<file path="src/rtl/reg_file_wr_decode.sv">
// 32-entry register file with one-hot write decode, two combinational read
// ports with optional write-to-read bypass, and a saturating commit counter.
module reg_file_wr_decode #(
  parameter int DATA_W = 32,
  parameter int ADDR_W = 5,
  parameter bit BYPASS = 1'b1
) (
  input  logic                   inClk,
  input  logic                   inReset,
  input  logic                   inWrEn,
  input  logic [ADDR_W-1:0]      inWrAddr,
  input  logic [DATA_W-1:0]      inWrData,
  input  logic [ADDR_W-1:0]      inRdAddrA,
  input  logic [ADDR_W-1:0]      inRdAddrB,
  output logic [DATA_W-1:0]      outRdDataA,
  output logic [DATA_W-1:0]      outRdDataB,
  output logic [(1<<ADDR_W)-1:0] outWrDec,
  output logic [15:0]            outWrCount
);
  localparam int DEPTH = 1 << ADDR_W;

  logic [DEPTH-1:0]             dec;
  logic [DEPTH-1:0][DATA_W-1:0] regs;
  logic [1:0][ADDR_W-1:0]       rd_addr;
  logic [1:0][DATA_W-1:0]       rd_data;

  // Entry 0 never decodes, so writes to it commit nothing and are not counted.
  always_comb begin
    dec = '0;
    for (int i = 1; i < DEPTH; i++)
      dec[i] = inWrEn && (inWrAddr == ADDR_W'(i));
  end

  always_ff @(posedge inClk) begin
    for (int i = 0; i < DEPTH; i++) begin
      if (inReset || i == 0) regs[i] <= '0;
      else if (dec[i])       regs[i] <= inWrData;
    end
  end

  always_ff @(posedge inClk) begin
    if (inReset) begin
      outWrDec   <= '0;
      outWrCount <= '0;
    end else begin
      outWrDec <= dec;
      if (|dec && outWrCount != 16'hFFFF) outWrCount <= outWrCount + 16'd1;
    end
  end

  assign rd_addr[0] = inRdAddrA;
  assign rd_addr[1] = inRdAddrB;

  always_comb begin
    rd_data = '0;
    for (int p = 0; p < 2; p++) begin
      if (rd_addr[p] == '0)
        rd_data[p] = '0;
      else if (BYPASS && inWrEn && inWrAddr == rd_addr[p])
        rd_data[p] = inWrData;
      else
        rd_data[p] = regs[rd_addr[p]];
    end
  end

  assign outRdDataA = rd_data[0];
  assign outRdDataB = rd_data[1];
endmodule

</file>
<file path="config.mk">
export PLATFORM = sky130hd
export DESIGN_NAME = reg_file_wr_decode
export DESIGN_NICKNAME = d
export VERILOG_FILES = /design/src/rtl/reg_file_wr_decode.sv
export SDC_FILE = /design/constraint.sdc
export NUM_CORES = 2
export LEC_CHECK = 0
export CORE_MARGIN = 2
export CORE_UTILIZATION = 35
export DETAILED_ROUTE_END_ITERATION = 12
export PLACE_DENSITY = 0.57
export SLEW_MARGIN = 10
export SYNTH_ARGS = -nofsm -noshare
export SYNTH_HDL_FRONTEND = slang
export SYNTH_SLANG_ARGS = --single-unit
</file>
<file path="constraint.sdc">
create_clock -name inClk -period 4.47 [get_ports inClk]
set_clock_uncertainty 0.1 [all_clocks]
set_input_delay 0.894 -clock inClk [delete_from_list [all_inputs] [get_ports inClk]]
set_output_delay 0.894 -clock inClk [all_outputs]
set_load 0.01 [all_outputs]
</file>
* Word level (Yosys, flattened, before mapping) *
Index checks and enable logic that the tools add are counted.

storage, ports and cells
  register bits after elaboration = 1,040
  input port bits = 50
  output and inout bits = 112
  logic and storage cells = 116

operators by class
  add/sub/neg operators = 1
  magnitude comparators = 2
  equality and inequality tests = 34
  muxes and demuxes = 8
  reductions and logical operators = 37

operators by type and width
  operator               number
  $bmux 32 s5            2
  $mux 32                6
  $eq 5x5->1 const B     16
  $eq 5x4->1 const B     8
  $logic_and 1x1->1      34
  $reduce_or 31->1       1
  $eq 5x3->1 const B     4
  $add 16x1->16 const B  1
  $ne 16x16->1 const B   1
  $lt 5x6->1 const B     2
  $eq 5x2->1 const B     2
  $eq 5x5->1             2
  $logic_not 5->1        2
  $eq 5x1->1 const B     1

* Logic depth before layout (Yosys ltp) *
  depth after elaboration = 4
  gate-level depth with buffers = 10
  gate-level depth less buffers = 6

* Worst setup path after synthesis *
Ideal clock, no wire load.

  path kind = input -> output
  start point = input inRdAddrB[1]
  end point = output outRdDataB[1]
  arrival = 2.618 ns
  data required time = 3.476 ns
  path slack = 0.858 ns
  cell stages on the path = 8
  buffers on the path = 4
  cell sequence = buf_4 buf_2 buf_2 clkbuf_1 mux4_2 a22oi_1 nand3_1 a32o_1

on the way
  longest elaborated chain between the ends = 4

RTL lines
  what                                                                       line    text
  start, declared                                                            14      input logic [ADDR_W-1:0] inRdAddrB,
  $bmux 32 s5 / $eq 5x5->1 (equally long branches)                           62, 59
  $mux 32 (not written as such) / $logic_and 1x1->1 (equally long branches)  62, 59
  $mux 32                                                                    59      else if (BYPASS && inWrEn && inWrAddr == rd_addr[p])
  $mux 32 (*)                                                                57      if (rd_addr[p] == '0)
  end, declared                                                              16      output logic [DATA_W-1:0] outRdDataB,

Mark *: on every way between the ends. The rest lies on a longest branch, timed or not. The select of a mux whose other input is x is not followed.

* Worst setup path in the final report *
  start point = input inRdAddrA[0]
  end point = output outRdDataA[20]

on the way
  longest elaborated chain between the ends = 4

RTL lines
  what                                                                       line    text
  start, declared                                                            13      input logic [ADDR_W-1:0] inRdAddrA,
  $bmux 32 s5 / $eq 5x5->1 (equally long branches)                           62, 59
  $mux 32 (not written as such) / $logic_and 1x1->1 (equally long branches)  62, 59
  $mux 32                                                                    59
  $mux 32 (*)                                                                57
  end, declared                                                              15      output logic [DATA_W-1:0] outRdDataA,

Marks and branches as above.

==> results by group <==
Status
  – Status: finished, violations left
  – Failing checks: setup timing

Floorplanning
  – Total core area: 148000 µm²
  – Die area: between 150000 and 200000 µm²
  – Die X: between 300 and 400 µm
  – # rows: between 100 and 150
  – IO Pins: around 160
  – Starting Density: 0.353
  – Die extent in y: 391 µm

Finish
  – Final #Nets: 6212
  – Synthesis-to-finish area growth: 20.9%
  – Fillers: 14260
  – Final design utilization: 0.427
  – Share of cells above drive strength 1: 0.219
  – Non-Filler Instances: about 8200
  – Final Cell Area: 63200 µm²

STA
  – Relative slew slack: 0.309
  – Max Fclk: 0.222 GHz
  – Hold_ws: 0.364 ns
  – Measured slew at the worst slew-check pin: about 1.0 ns
  – Setup violations, final: 4
  – Final worst slack: -0.0254 ns
  – Tcrit/Tclk final: 1.01
  – Shortest period the worst path allows: ~4.5 ns
  – Hold Vio Cnt, Final: 0
  – Setup Total Neg Slack: -0.0525 ns
  – Max-slew violation count: 0

Setup path
  – Worst Path Max Fanout: 11
  – Crit path cell chain: buf_16, bufbuf_16, mux4_2, mux4_2, nand2b_1, a22o_1, clkdlybuf4s50_1
  – R2r setup slk: 2.43 ns
  – Critical Path RT: 3.48 ns
  – Critical Path Most Common Cell: mux4_2
  – Critical path class: primary input to output pin
  – FF-to-FF path depth: 6
  – Crit Reg-Reg Startpoint: outWrCount[0]$_SDFFE_PP0P_
  – CP arrival: about 3.5 ns
  – Crit-path slowest cell: clkdlybuf4s50_1
  – Max stage delay on crit path: around 0.52 ns
  – Crit end category: output pin
  – Reg-to-reg endpoint: outWrCount[13]$_SDFFE_PP0P_
  – Critical path startpoint category: primary input

Power
  – PnR Total Power: 21.7 mW
  – Pleak: 21.0 nW
  – Worst IR drop on VDD: between 0.2 and 0.3 mV
  – Cell Pwr Density: ~340 nW/µm²

Yosys
  – Primary FF master, synth: dfxtp_1
  – Sequential-to-total area share from yosys stat: 0.398
  – Seq cells post-synth: around 1000
  – Post-synth top area cell: dfxtp_1
  – Top cells by area, synth: dfxtp_1, mux4_2, nand2_1
  – Synthesized cell area: 52300 µm²
  – Post-synth EDFFs: 0
  – Synth top area share: 0.398
  – Post-Syn Instances: around 6000
  – Ys async rst share: 0
  – Synth unique cells: 62
  – Avg Synthesized Cell Area: 8.69 µm²
  – Yosys warnings: 0
  – Syn nets: 6067

Drt
  – Vias after detailed routing: 50012
  – Initial DRC count: 7593
  – DR pass1 iterations: 9
  – Vias per Instance: 6.11
  – Wirelength per Cell: 28.6 µm
  – Routed wire length: 234000 µm
  – Antenna Nets Post-Route: 0
  – Residual DRC count: 0

Place
  – PortBufs: 160
  – GPL Wtd Cong: 0.958
  – Post-DP HPWL: 152000 µm
  – Post-placement setup slack: -0.830 ns
  – Area after DPL: 58500 µm²
  – Placed insts: 7944

Min path
  – Hold wc startpoint: regs[1005]$_SDFFE_PP0P_
  – Hold path depth: 2
  – Worst hold path type: flop to flop
  – Worst hold endpoint: regs[1005]$_SDFFE_PP0P_

Global route
  – Largest net degree at the start of global routing: 137
  – Grt ovf: 0
  – Vias in the first global route: 46251
  – Gr usage total: 0.299
  – Initial antenna violation count: 9
  – First-pass GRT wire length: 333000 µm

Clock network
  – Number of sinks on the clock net: 1039
  – Hold Buf Count CTS: 0
  – CTS clk-pin slew, worst paths: 0.06 ns
  – CTS Root Cell: clkbuf_16
  – Num CTS Buffers: around 120
  – Clk Latency, worst-skew pair: 0.77 ns
  – Clock buffer depth: 3
  – CTS tree: yes
  – CTS H-tree lvls: 3

Flow run
  – Max Cap Viol: 0
worst max-delay path by stage:
| stage | startpoint | to | slack [ns] |
|---|---|---|---|
| 3_3_place_gp | inRdAddrB[4] | outRdDataB[18] | -0.83 |
| 4_1_cts | inRdAddrB[0] | outRdDataB[18] | -0.01 |
| 2_1_floorplan | inRdAddrB[1] | outRdDataB[1] | 0.86 |
| 5_1_grt | inRdAddrA[0] | outRdDataA[20] | -0.02 |
| 3_5_place_dp | inRdAddrB[4] | outRdDataB[18] | -0.83 |
| 6_report | inRdAddrA[0] | outRdDataA[20] | -0.03 |
logic make-up (layout without fill, tap and decap cells):
family,Yosys count,after routing,share of synthesized area
and+or+nand+nor,2391,2391,0.179
AOI/OAI and AO/OA,1360,1360,0.149
DFF,1039,1039,0.398
buffers and inverters,639,878,0.0534
muxes,564,564,0.217
xor gates and xnor gates,21,21,0.00352
adders and majority gates,1,1,0.000239
other,1,3,0.0000717
worst max-delay path, delay by kind of cell:
family	cells	cell delay (ns)
simple gates	1	0.23
mux	2	0.99
compound gates	1	0.34
buf+inv	3	1.02
power breakdown:
group / switching (mW) / internal [mW]
Combinational: 1.48 / 0.874
Sequential: 0.0524 / 9.33
Clock: 4.23 / 5.76
Total: 5.76 / 16.0
per-layer routing:
metal  part of all wire  wire [µm]  vias up  track usage
met1               0.38      89400    24437        0.402
met3               0.13      31300      710       0.0808
met4              0.059      13700       10        0.150
met2               0.43     100000     3524        0.439
li1                   -          -    21331            -
met5            0.00022         52        -            0
cell usage in the layout, fill, tap and decap left out, types with 27 or more instances in the layout:
| master | synthesis | routed |
|---|---|---|
| o22ai_1 | 46 | 43 |
| clkinv_2 | 0 | 33 |
| a221oi_1 | 88 | 78 |
| a22oi_1 | 80 | 76 |
| nand2b_1 | 28 | 27 |
| buf_4 | 32 | 399 |
| buf_12 | 0 | 83 |
| nand2_2 | 0 | 32 |
| nor2_4 | 0 | 32 |
| clkdlybuf4s50_1 | 0 | 138 |
| clkbuf_16 | 0 | 117 |
| dfxtp_1 | 1039 | 1039 |
| o21ai_0 | 36 | 28 |
| mux2i_1 | 43 | 42 |
| mux2_2 | 74 | 74 |
| mux4_2 | 439 | 440 |
| nor2_1 | 151 | 116 |
| nand2_1 | 2073 | 2041 |
| a21oi_1 | 1006 | 1000 |
| nand3_1 | 41 | 41 |
timing repair:
action                     CTS  global route
gates cloned                 5             0
pin swaps                    7             5
resized for setup           65            49
setup buffers                7            18
setup endpoints to repair   63            40
final cells by class:
type	instances	area, µm²	area share
multi-input combinational	4338	29300	0.464
sequential	1039	20800	0.329
timing repair buffer	662	6730	0.106
clock buffer	154	3280	0.0519
tap	1930	2410	0.0382
clock inverter	57	614	0.00972
inverter	5	18.8	0.000297
antenna	2	5.00	0.0000792
Yosys cell counts (7+ instances only):
cell type	instances
a22o_1	25
buf_1	20
buf_6	10
nor3_1	16
xnor2_1	21
o21ai_0	36
a22oi_1	80
a21oi_1	1006
nand3_1	41
buf_2	111
clkbuf_1	445
o21ai_1	10
o221ai_1	10
nand2_1	2073
or2_2	9
o22ai_1	46
clkbuf_2	12
buf_4	32
a32o_1	24
mux4_1	7
or3_1	8
a221oi_1	88
mux4_2	439
and2_1	7
nor2b_1	32
nor4_1	8
nand2b_1	28
dfxtp_1	1039
mux2_2	74
mux2i_1	43
nor2_1	151
registers in the layout, indices dropped and copies added (netlist names):
signal	count
outWrCount	16
outWrDec	31
regs	992
(Power assumes the default switching activity.)
